$ cat src/rtl/ysyx_24110006_pkg.sv
// Shared definitions for the ysyx_24110006 fetch path: opcodes, bus response codes
// and the fetch FSM state encoding.
package ysyx_24110006_pkg;

  localparam int unsigned XLEN   = 32;
  localparam int unsigned OP_W   = 7;
  localparam int unsigned RESP_W = 2;

  localparam logic [OP_W-1:0] OP_IMM    = 7'b0010011;
  localparam logic [OP_W-1:0] OP_JALR   = 7'b1100111;
  localparam logic [OP_W-1:0] OP_LOAD   = 7'b0000011;
  localparam logic [OP_W-1:0] OP_SYSTEM = 7'b1110011;
  localparam logic [OP_W-1:0] OP_LUI    = 7'b0110111;
  localparam logic [OP_W-1:0] OP_AUIPC  = 7'b0010111;
  localparam logic [OP_W-1:0] OP_JAL    = 7'b1101111;
  localparam logic [OP_W-1:0] OP_STORE  = 7'b0100011;
  localparam logic [OP_W-1:0] OP_BRANCH = 7'b1100011;

  localparam logic [RESP_W-1:0] RESP_OKAY = 2'b00;

  typedef enum logic [1:0] {
    ST_IDLE = 2'd0,
    ST_REQ  = 2'd1,
    ST_RESP = 2'd2,
    ST_SEND = 2'd3
  } ifu_state_e;

endpackage

$ cat src/rtl/ysyx_24110006_immgen.sv
// Combinational RV32 immediate generator: sign-extended immediate selected by opcode.
module ysyx_24110006_immgen
  import ysyx_24110006_pkg::*;
(
  input  logic [XLEN-1:0] inst,
  output logic [XLEN-1:0] imm
);

  always_comb begin
    imm = '0;
    case (inst[6:0])
      OP_IMM, OP_JALR, OP_LOAD, OP_SYSTEM:
        imm = {{20{inst[31]}}, inst[31:20]};
      OP_LUI, OP_AUIPC:
        imm = {inst[31:12], 12'b0};
      OP_JAL:
        imm = {{12{inst[31]}}, inst[19:12], inst[20], inst[30:21], 1'b0};
      OP_STORE:
        imm = {{20{inst[31]}}, inst[31:25], inst[11:7]};
      OP_BRANCH:
        imm = {{20{inst[31]}}, inst[7], inst[30:25], inst[11:8], 1'b0};
      // Unknown opcodes pass funct7 through so the decoder can still inspect it.
      default:
        imm = {25'b0, inst[31:25]};
    endcase
  end

endmodule

$ cat src/rtl/ysyx_24110006_ifu.sv
// Instruction fetch unit: one AXI4-Lite read per instruction, registered inst/imm/pc
// handed to the IDU with a single-cycle valid pulse, then waits for the next PC.
module ysyx_24110006_ifu
  import ysyx_24110006_pkg::*;
#(
  parameter logic [31:0] RESET_PC = 32'h8000_0000
) (
  input  logic              i_clock,
  input  logic              i_reset_n,
  output logic [XLEN-1:0]   o_araddr,
  output logic              o_arvalid,
  input  logic              i_arready,
  input  logic [XLEN-1:0]   i_rdata,
  input  logic [RESP_W-1:0] i_rresp,
  input  logic              i_rvalid,
  output logic              o_rready,
  output logic [XLEN-1:0]   o_inst,
  output logic [XLEN-1:0]   o_imm,
  output logic [XLEN-1:0]   o_pc,
  output logic              o_fault,
  output logic              o_valid,
  input  logic              i_pc_valid,
  input  logic [XLEN-1:0]   i_dnpc
);

  ifu_state_e      state, next_state;
  logic            boot;
  logic            pend;
  logic [XLEN-1:0] pc;
  logic [XLEN-1:0] pend_pc;
  logic [XLEN-1:0] imm_c;

  ysyx_24110006_immgen u_immgen (
    .inst (i_rdata),
    .imm  (imm_c)
  );

  always_ff @(posedge i_clock or negedge i_reset_n) begin
    if (!i_reset_n) state <= ST_IDLE;
    else            state <= next_state;
  end

  always_comb begin
    next_state = state;
    case (state)
      ST_IDLE: if (boot || pend || i_pc_valid) next_state = ST_REQ;
      ST_REQ:  if (i_arready)                  next_state = ST_RESP;
      ST_RESP: if (i_rvalid)                   next_state = ST_SEND;
      ST_SEND:                                 next_state = ST_IDLE;
      default:                                 next_state = ST_IDLE;
    endcase
  end

  // Bus handshake signals decode straight from state; address is the held pc.
  always_comb begin
    o_arvalid = 1'b0;
    o_rready  = 1'b0;
    o_araddr  = pc;
    case (state)
      ST_REQ:  o_arvalid = 1'b1;
      ST_RESP: o_rready  = 1'b1;
      default: ;
    endcase
  end

  // PC selection: boot fetch first, then a parked handoff, then a live one.
  // A handoff arriving mid-fetch is parked (last one wins) rather than aborting.
  always_ff @(posedge i_clock or negedge i_reset_n) begin
    if (!i_reset_n) begin
      boot    <= 1'b1;
      pc      <= RESET_PC;
      pend    <= 1'b0;
      pend_pc <= '0;
    end else if (state == ST_IDLE) begin
      if (boot) begin
        boot <= 1'b0;
      end else if (pend) begin
        pc   <= pend_pc;
        pend <= 1'b0;
      end else if (i_pc_valid) begin
        pc <= i_dnpc;
      end
    end else if (i_pc_valid) begin
      pend    <= 1'b1;
      pend_pc <= i_dnpc;
    end
  end

  // Response capture; a faulting fetch presents zeroed inst/imm.
  always_ff @(posedge i_clock or negedge i_reset_n) begin
    if (!i_reset_n) begin
      o_inst  <= '0;
      o_imm   <= '0;
      o_pc    <= '0;
      o_fault <= 1'b0;
      o_valid <= 1'b0;
    end else begin
      o_valid <= (next_state == ST_SEND);
      if (state == ST_RESP && i_rvalid) begin
        o_pc    <= pc;
        o_fault <= (i_rresp != RESP_OKAY);
        if (i_rresp != RESP_OKAY) begin
          o_inst <= '0;
          o_imm  <= '0;
        end else begin
          o_inst <= i_rdata;
          o_imm  <= imm_c;
        end
      end
    end
  end

endmodule

$ cat config.mk
export PLATFORM = sky130hd
export DESIGN_NAME = ysyx_24110006_ifu
export DESIGN_NICKNAME = d
export VERILOG_FILES = /design/src/rtl/ysyx_24110006_pkg.sv /design/src/rtl/ysyx_24110006_immgen.sv /design/src/rtl/ysyx_24110006_ifu.sv
export SDC_FILE = /design/constraint.sdc
export NUM_CORES = 1
export LEC_CHECK = 0
export ABC_AREA = 1
export CAP_MARGIN = 10
export CORE_ASPECT_RATIO = 0.7
export CORE_MARGIN = 2
export CORE_UTILIZATION = 23
export DETAILED_ROUTE_END_ITERATION = 7
export SLEW_MARGIN = 0
export SYNTH_ARGS = -nofsm -noshare
export SYNTH_HDL_FRONTEND = slang
export SYNTH_HIERARCHICAL = 1
export SYNTH_SLANG_ARGS = --single-unit
$ cat constraint.sdc
create_clock -name i_clock -period 1.6 [get_ports i_clock]
set_input_delay 0.32 -clock i_clock [delete_from_list [all_inputs] [get_ports i_clock]]
set_output_delay 0.32 -clock i_clock [all_outputs]
set_load 0.01 [all_outputs]
==> results.txt, run 1 <==
The startpoint class of the critical path is a flop. The capture point of the worst reg-to-reg path is o_pc[8]. In this run the mean area of a mapped cell was approximately 8 um2. The clock latency on the worst-skew pair is around 0.45 ns. The maximum operating frequency is between 600 and 700 MHz.

Summed over all instances, the cell type with the most area after synthesis is sky130_fd_sc_hd__dfrtp_1. TritonCTS built the clock tree. For the worst setup path, the data required time is between 1 and 1.5 ns.

The depth of the CTS H-tree is 4. Traced cell by cell, the critical path runs through clkdlybuf4s15_1. The clock transition at the register clock pins on the worst setup and hold paths after CTS is 0.08 ns. The number of max-cap violations came out at 0. The number of rows created at floorplan is 56. The setup slack of the worst register-to-register path is 0.29 ns. The element type at the critical path end is an output port. The run finished with clean final reports. The worst register-to-register path begins at state[0].

TritonCTS created 17 clock buffers. Fill cells in the final layout number 3521. The clock share of power came out at roughly 23%. The sequential share of the synthesized area is roughly 54%. The floorplan step defined a die boundary enclosing approximately 35000 um2.

The combined area of all synthesized cells came out at slightly below 8000 um2. Setup repair after global routing left no endpoint under its margin. In the final layout, flip-flops and latches occupy 4158 um2.

The number of DRC markers in iteration 0 came out at 630. The share of Yosys cell area claimed by the top area cell type came out at 52.91%. The via count of the first global-routing pass came out at 6981.

The total count of max-transition violations in the final report is 0. In this run the worst hold path is classified as in -> reg. Yosys attributes the largest share of cell area to sky130_fd_sc_hd__dfrtp_1 53%, sky130_fd_sc_hd__nand2_1 24%, sky130_fd_sc_hd__nand3_1 6.8%, sky130_fd_sc_hd__o21ai_1 2.3%, sky130_fd_sc_hd__buf_6 1.9%. Yosys instantiated no cell more often than sky130_fd_sc_hd__nand2_1. For this design the ratio of total power to cell area is 1652 nW/um2. The depth of the worst register-to-register path is 7. The final layout contains between 1000 and 1500 nets. The clock passes through at most 2 buffers.

Summing all non-filler instances in the final layout gives an area of roughly 11000 um2. Of all flip-flops after synthesis, the portion carrying an async set or reset was 100.0%. The portion of the clock cycle consumed by the worst path in the final layout is between 90% and 100%. After detailed placement, the total cell area comes to approximately 11000 um2.

Grouping stages by cell kind, the critical path spends the most delay in flip-flops. The worst hold path was traced through 3 stages. The last weighted congestion value of the routability-driven placer came out at 0.8751. Cells with a size suffix above 1 make up between 10 and 15% of the layout. The number of remaining DRC errors came out at 0. The shortest clock period the worst path allows after layout is roughly 1.5 ns.

The global-route wire length before repair came out at about 42000 um. The area of combinational cells with multiple inputs is around 3200 um2. The number of nets produced by synthesis is between 1000 and 1500.

The overall die height came out at approximately 160 um. The initial core utilization is between 20% and 30%. Counting distinct cell types in the post-synthesis netlist gives 28.

The slowest stage of the critical path is the sky130_fd_sc_hd__dfstp_2 cell. The relative contribution of combinational cells to total power is between 30% and 40%. The via-per-instance ratio came out at 4.371.

The largest net degree at the start of global routing came out at 59. The number of vias in the routed layout is a little over 7000. Summed over all nets, the switching power comes to roughly 0.0073 W. For this run, the leading register cell type out of synthesis is sky130_fd_sc_hd__dfrtp_1.

The critical-path maximum fanout came out at 3. The number of antenna-violating nets in the routed design came out at 0. At the pin with the least slew margin, the transition time is about 0.44 ns. The total number of yosys warnings is 6. The area inside the core boundary is between 30000 and 40000 um2. The count of final setup violators is 0. The tree is rooted in a sky130_fd_sc_hd__clkbuf_16. The total design power came out at 0.01841 W.

The number of antenna violations at the first check in global routing came out at 2. Input and output buffers added on the ports amount to around 200. The internal power is roughly 0.011 W. In this run switching power makes up roughly 40% of total power. For hold timing, the worst endpoint is o_inst[1]. Per report_power, the sequential group accounts for a little under two fifths of the total. The hold violation count in the final report came out at 0. The worst setup skew after layout came out at between 0.01 and 0.015 ns. The area growth from synthesis to layout came out at 43.64%.

The sum of buffers and inverters on the critical path came out at 1. The number of top-level design ports came out at 203. The total overflow reported by the global router came out at 0. The worst pin sits at a relative slew slack of a little over two thirds. The largest incremental delay on the critical path is roughly 0.55 ns. In this run the horizontal extent of the chip is approximately 220 um.

Counting every sink on the clock net gives approximately 170. The total of flip-flops plus latches after synthesis is between 150 and 200. After detailed routing, the total wire length is 26960 um. The total global routing track utilization came out at roughly 16%. The number of detailed-routing iterations run before antenna repair is 5. The commonest cells after synthesis are 488 x sky130_fd_sc_hd__nand2_1, 164 x sky130_fd_sc_hd__dfrtp_1, 105 x sky130_fd_sc_hd__nand3_1.

The startpoint identified for the worst hold timing path is i_rdata[1]. The critical path is of the reg -> out type. The gate count after technology mapping came out at roughly 970. The synthesized design contains 0 enable-type register cells. Dividing the detail-routed wire length by the instance count gives 16.35 um. Across the VDD grid, the largest voltage drop is 0.6662 mV.

Summed over all cells, the static leakage comes to roughly 6.0 nW. Detailed placement finished with a half-perimeter wire length of approximately 19000 um. At the worst endpoint, the arrival time is 1.22 ns.
## worst min-delay path, stage by stage
cell and delay (ns):
sky130_fd_sc_hd__dlymetal6s2s_1 0.14, sky130_fd_sc_hd__nand2_1 0.07, sky130_fd_sc_hd__o21ai_1 0.05
## state kept, by name, indices dropped and copies added, names as in the netlist
name / count
boot: 1
o_araddr: 32
o_fault: 1
o_imm: 32
o_inst: 32
o_pc: 32
o_valid: 1
pend: 1
pend_pc: 32
state: 2
## cell families after synthesis
kind of cell | after synthesis | share of synthesized area, %
AOI/OAI and AO/OA | 73 | 5.017
buffers and inverters | 81 | 5.824
DFF | 166 | 53.59
and+or+nand+nor | 651 | 35.57
## how the worst max path moves through the flow
stage,from,to,slack [ns],depth (start not counted)
floorplan,i_rdata[4],o_imm[13],0.27,10
global placement,i_rdata[5],o_imm[15],-0.46,9
detailed placement,i_rdata[6],o_imm[13],-0.52,9
CTS,o_araddr[31],o_araddr[31],0.0003,1
global route,o_araddr[31],o_araddr[31],0.006,1
finish,o_araddr[31],o_araddr[31],0.06,1
## stage by stage
step	std cells	hold slack, ns	utilization (%)	worst slack (ns)	TNS, ns
2_1_floorplan	971	0.02441	-	0.2703	0
3_3_place_gp	1602	0.2752	31.64	-0.4608	-18.63
3_5_place_dp	1602	0.2799	31.64	-0.5184	-20.85
4_1_cts	1642	0.3324	33.12	0.0002947	0
5_1_grt	1649	0.1649	33.40	0.005518	0
6_report	1649	0.1708	33.40	0.06157	0
## cell usage in the layout, fill, tap and decap left out, types with 2 or more instances in the layout
| cell | instances |
|---|---|
| sky130_fd_sc_hd__a21oi_1 | 4 |
| sky130_fd_sc_hd__buf_12 | 15 |
| sky130_fd_sc_hd__buf_2 | 2 |
| sky130_fd_sc_hd__buf_4 | 51 |
| sky130_fd_sc_hd__buf_6 | 3 |
| sky130_fd_sc_hd__clkbuf_16 | 17 |
| sky130_fd_sc_hd__clkdlybuf4s50_1 | 62 |
| sky130_fd_sc_hd__clkinv_4 | 3 |
| sky130_fd_sc_hd__clkinv_8 | 2 |
| sky130_fd_sc_hd__dfrtp_1 | 163 |
| sky130_fd_sc_hd__dfstp_2 | 2 |
| sky130_fd_sc_hd__dlygate4sd2_1 | 132 |
| sky130_fd_sc_hd__dlymetal6s2s_1 | 4 |
| sky130_fd_sc_hd__inv_1 | 11 |
| sky130_fd_sc_hd__inv_2 | 8 |
| sky130_fd_sc_hd__inv_6 | 4 |
| sky130_fd_sc_hd__inv_8 | 5 |
| sky130_fd_sc_hd__nand2_1 | 487 |
| sky130_fd_sc_hd__nand2_2 | 7 |
| sky130_fd_sc_hd__nand2_4 | 5 |
| sky130_fd_sc_hd__nand3_1 | 105 |
| sky130_fd_sc_hd__nand3_2 | 5 |
| sky130_fd_sc_hd__nand4_1 | 10 |
| sky130_fd_sc_hd__nand4_2 | 2 |
| sky130_fd_sc_hd__nor2_1 | 18 |
| sky130_fd_sc_hd__nor2_2 | 4 |
| sky130_fd_sc_hd__nor2_4 | 6 |
| sky130_fd_sc_hd__o21ai_0 | 24 |
| sky130_fd_sc_hd__o21ai_1 | 40 |
## layer usage
layer	part of all wire (%)	global-route usage (%)	vias to the layer above
li1	-	-	3545
met1	49	22.67	3415
met2	42	21.81	223
met3	7.2	4.547	25
met4	2.3	5.619	0
met5	0	0	-
## power by group through the flow
stage	registers, W	clock network [W]	logic, W
final	0.00690	0.00418	0.00732
after global routing	0.00715	0.00452	0.00820
after CTS	0.00692	0.00436	0.00742
after detailed placement	0.00703	0	0.00814
after global placement	0.00700	0	0.00805
after floorplan	0.00742	0	0.00316
## repair_timing
action,4_1_cts,5_1_grt
hold buffers,1,0
setup endpoints to repair,147,28
buffers inserted,7,5
pin swaps,3,10
hold endpoints to repair,31,0
cloned,0,1
gates resized for setup,148,14
## final cells by class
class	instances	area share (%)
well taps	435	4.885
inverters	19	0.6402
repair buffers	271	23.10
diodes	1	0.02246
flip-flops and latches	166	37.32
clock buffers	18	3.942
clock inverters	14	1.348
multi-input cells	725	28.74
(Power assumes the default switching activity.)
==> run 2: changes to the inputs <==
--- a/config.mk
+++ b/config.mk
@@ -5,13 +5,12 @@
 export SDC_FILE = /design/constraint.sdc
 export NUM_CORES = 1
 export LEC_CHECK = 0
-export ABC_AREA = 1
 export CAP_MARGIN = 10
 export CORE_ASPECT_RATIO = 0.7
 export CORE_MARGIN = 2
 export CORE_UTILIZATION = 23
 export DETAILED_ROUTE_END_ITERATION = 7
-export SLEW_MARGIN = 0
+export SLEW_MARGIN = 10
 export SYNTH_ARGS = -nofsm -noshare
 export SYNTH_HDL_FRONTEND = slang
 export SYNTH_HIERARCHICAL = 1
==> results.txt, run 2 <==
The flow ran to the end, but the final reports show violations. The final reports fail on negative setup slack. The maximum operating frequency is 567.3 MHz (-13%). The count of final setup violators came out at 112 (+112).

The gate count after technology mapping came out at 489 (-50%). The number of nets produced by synthesis was 560 (-46%). The via-per-instance ratio is 4.466 (+2.2%).

The endpoint identified for the worst register-to-register timing path is o_inst[8]. The count of buffers from port buffering is 202 (unchanged). The dominant cell by count in the synthesized netlist is sky130_fd_sc_hd__dfrtp_1.

The share of Yosys cell area claimed by the top area cell type came out at 58.00% (+5.1 points). The die width is 213.6 um (-4.4%). The area inside the core boundary was 30170 um2 (-9.5%). The worst hold slack across all endpoints came out at 0.3656 ns (+0.1948 ns). The largest total area in the synthesized netlist belongs to sky130_fd_sc_hd__dfrtp_1. The CTS buffer count is 17 (unchanged).

The global-route wire length before repair came out at 33650 um (-19%). The number of antenna-violating nets in the routed design is 0 (unchanged). The startpoint class of the critical path is a flop. The sequential share of power came out at 34.8% (-2.7 points). The overall die height came to 150.7 um (-4.4%). The CTS tree is built. Yosys attributes the largest share of cell area to sky130_fd_sc_hd__dfrtp_1 58%, sky130_fd_sc_hd__mux2_2 20%, sky130_fd_sc_hd__a22o_1 8.3%, sky130_fd_sc_hd__a21o_1 2.1%, sky130_fd_sc_hd__buf_6 1.4%. The ratio of cells with drive above 1 in the final layout is 35.74% (+23 points). The transition time at the pin with the least slew margin is 0.4588 ns (+0.01567 ns).

The number of top-level design ports is 203 (unchanged). The number of flops mapped to enable cells by yosys is 0 (unchanged). The total of flip-flops plus latches after synthesis is 166 (unchanged). The depth of the worst register-to-register path came to 9 (+2). The area of combinational cells with multiple inputs was 2912 um2 (-9.1%). The maximum vdd ir drop came out at 0.8892 mV (+33%). The final wirelength came out at 23490 um (-13%). The worst setup slack after layout is -0.1628 ns (-0.2244 ns). The die area is 32200 um2 (-8.6%).

The remaining max-slew budget at the tightest pin was 69.41% (-1.0 points). The detail-routed net length per standard cell is 19.54 um (+20%). The element type at the critical path end is a flop.

The relative contribution of combinational cells to total power is 42.8% (+3.0 points). The total clock sinks came out at 166 (unchanged). The placed wire-length estimate is 15040 um (-22%). The number of antenna violations at the first check in global routing came out at 1 (-1). The worst hold-check path type is in -> async. The number of buffers on the longest clock path is 2 (unchanged). The share of total power consumed by net switching came out at 31.42% (-8.3 points). The most common cell after layout, fill and taps aside is sky130_fd_sc_hd__dfrtp_1.

The number of detailed-routing iterations run before antenna repair is 4 (-1). The count of filler cells inserted in the layout came out at 2897 (-18%). The number of remaining DRC errors came out at 0 (unchanged). The total count of max-transition violations in the final report is 0 (unchanged). The setup slack of the worst register-to-register path is -0.16 ns (-0.45 ns).

The clock latency on the worst-skew pair came to 0.45 ns (about the same). The total leakage power was 5.619 nW (-5.7%). The clock share of power is 22.4% (-0.3 points). The total global routing track utilization is 14.26% (-1.4 points). The clock transition at the register clock pins on the worst setup and hold paths after CTS came to 0.07 ns (about the same). The portion of the clock cycle consumed by the worst path in the final layout is 110.2% (+14 points).

The number of nets at the end of the flow was 847 (-33%). The most used flip-flop cell after synthesis is sky130_fd_sc_hd__dfrtp_1. The final setup TNS is -9.348 ns (-9.348 ns). The total power density per cell area came out at 1796 nW/um2 (+8.7%). The depth of the CTS H-tree came out at 4 (unchanged). The commonest cells after synthesis are 164 x sky130_fd_sc_hd__dfrtp_1, 126 x sky130_fd_sc_hd__mux2_2, 67 x sky130_fd_sc_hd__a22o_1.

The switching power total came out at 0.006415 W (-12%). The shortest clock period the worst path allows after layout is 1.763 ns (+0.2244 ns). The sequential share of the synthesized area came out at 58.74% (+5.2 points). The last weighted congestion value of the routability-driven placer was 0.8388 (-4.1%). The total area of sequential cells came out at 4160 um2 (about the same). The number of max-cap violations was 0 (unchanged). The total overflow reported by the global router is 0 (unchanged). The hold violation count in the final report came out at 0 (unchanged). The combined area of all synthesized cells came to 7076 um2 (-8.8%). The finished layout cell area is 11370 um2 (+2.0%). The largest net degree at the start of global routing came out at 41 (-31%). The library cells used most frequently in the layout, excluding fill and tap cells, are 161 x sky130_fd_sc_hd__dfrtp_1, 136 x sky130_fd_sc_hd__dlygate4sd2_1, 69 x sky130_fd_sc_hd__mux2_2, 67 x sky130_fd_sc_hd__a22o_1, 62 x sky130_fd_sc_hd__clkdlybuf4s50_1. The worst flop-to-flop path startpoint is state[0]. The critical-path maximum fanout came out at 8 (+5). The placed standard-cell area came out at 10100 um2 (-4.3%). Setup repair after global routing could not meet its margin everywhere. The number of rows created at floorplan came out at 53 (-5.4%).

The number of DRC markers in iteration 0 came to 261 (-59%). The data arrival time of the critical path came to 2.15 ns (+0.93 ns). By startpoint and endpoint, the worst setup path is classified as reg -> reg. The worst setup skew after layout is 0.01292 ns (-0.0005249 ns). The async set-or-reset flop fraction in the synthesized netlist came out at 100.0% (unchanged). The internal power came out at 0.01400 W (+26%). The mean post-synth cell area came out at 14.47 um2 (+81%). The area growth from synthesis to layout came out at 60.67%. The tree is rooted in a sky130_fd_sc_hd__clkbuf_16. The total number of yosys warnings came out at 6 (unchanged). The data required time of the worst path came to 1.98 ns (+0.70 ns). The via count of the first global-routing pass came out at 5504 (-21%). The unique cell type count in the Yosys netlist came out at 44 (+57%).

The number of vias in the routed layout came to 5368 (-26%). The worst slack at placement came out at -0.6892 ns (-0.1709 ns). The initial core utilization came out at 23.45% (+0.19 points).
run 2: changes by cell type after synthesis, sizes merged, moves of 11 or more:
cell / before / now
nand3: 111 / 1
a21o: 0 / 20
o21ai: 66 / 4
mux2: 0 / 128
buf: 44 / 29
nand2: 499 / 5
nand4: 12 / 1
a22o: 0 / 67
inv: 19 / 4
nor2: 29 / 6
run 2: timing repair:
item / 4_1_cts / 5_1_grt
hold buffers: 1 / 0
hold endpoints to repair: 28 / 0
setup buffers: 15 / 4
endpoints found under the setup margin: 235 / 155
resized for setup: 179 / 67
pin swaps: 8 / 7
gates cloned: 7 / 9
run 2: final cells by class:
class	instances	share of cell area (%)
sequential	166	36.59
timing repair buffer	305	27.49
multi-input combinational	282	25.61
tap	412	4.534
clock buffer	17	3.742
clock inverter	15	1.871
inverter	4	0.1321
antenna	1	0.02201
run 2: worst max-delay path: stages (launching register included):
cell and delay [ns]:
sky130_fd_sc_hd__dfrtp_2 0.41, sky130_fd_sc_hd__buf_6 0.13, sky130_fd_sc_hd__nand3b_1 0.22, sky130_fd_sc_hd__buf_6 0.18, sky130_fd_sc_hd__nor3_4 0.13, sky130_fd_sc_hd__buf_6 0.14, sky130_fd_sc_hd__buf_12 0.12, sky130_fd_sc_hd__buf_12 0.12
sky130_fd_sc_hd__buf_16 0.13, sky130_fd_sc_hd__a22o_1 0.12
run 2: metrics by stage:
step | cells | total power (W) | util [%]
after floorplan | 489 | 0.01090 | -
after global placement | 1140 | 0.01517 | 33.48
after detailed placement | 1140 | 0.01531 | 33.48
after CTS | 1193 | 0.01943 | 36.30
after global routing | 1202 | 0.02165 | 37.68
final | 1202 | 0.02042 | 37.68
run 2: worst max-delay path by stage:
stage	start	endpoint	slack, ns
floorplan	i_rdata[5]	o_imm[0]	-0.07
global placement	i_rdata[5]	o_imm[4]	-0.68
detailed placement	i_rdata[5]	o_imm[26]	-0.69
CTS	state[0]	o_araddr[11]	-0.16
global route	state[0]	o_inst[5]	-0.24
finish	state[0]	o_inst[8]	-0.16
run 2: logic make-up after synthesis:
logic type,share of synthesized area (%)
AO/OA/AOI/OAI,12.80
XOR/XNOR,0.1238
buffers and inverters,3.572
flip-flops,58.74
multiplexers,20.37
AND/OR/NAND/NOR,4.385
run 2: routing by layer:
layer / share of wire [%] / global-route usage [%]
met2: 42 / 19.69
met4: 1.8 / 5.313
met1: 49 / 20.57
met3: 7.2 / 4.485
met5: 0 / 0
run 2: power by group through the flow:
stage	logic, W	registers, W	clock network, W
2_1_floorplan	0.00332	0.00758	0
3_3_place_gp	0.00800	0.00717	0
3_5_place_dp	0.00809	0.00722	0
4_1_cts	0.00764	0.00708	0.00471
5_1_grt	0.00938	0.00738	0.00490
6_report	0.00874	0.00710	0.00457
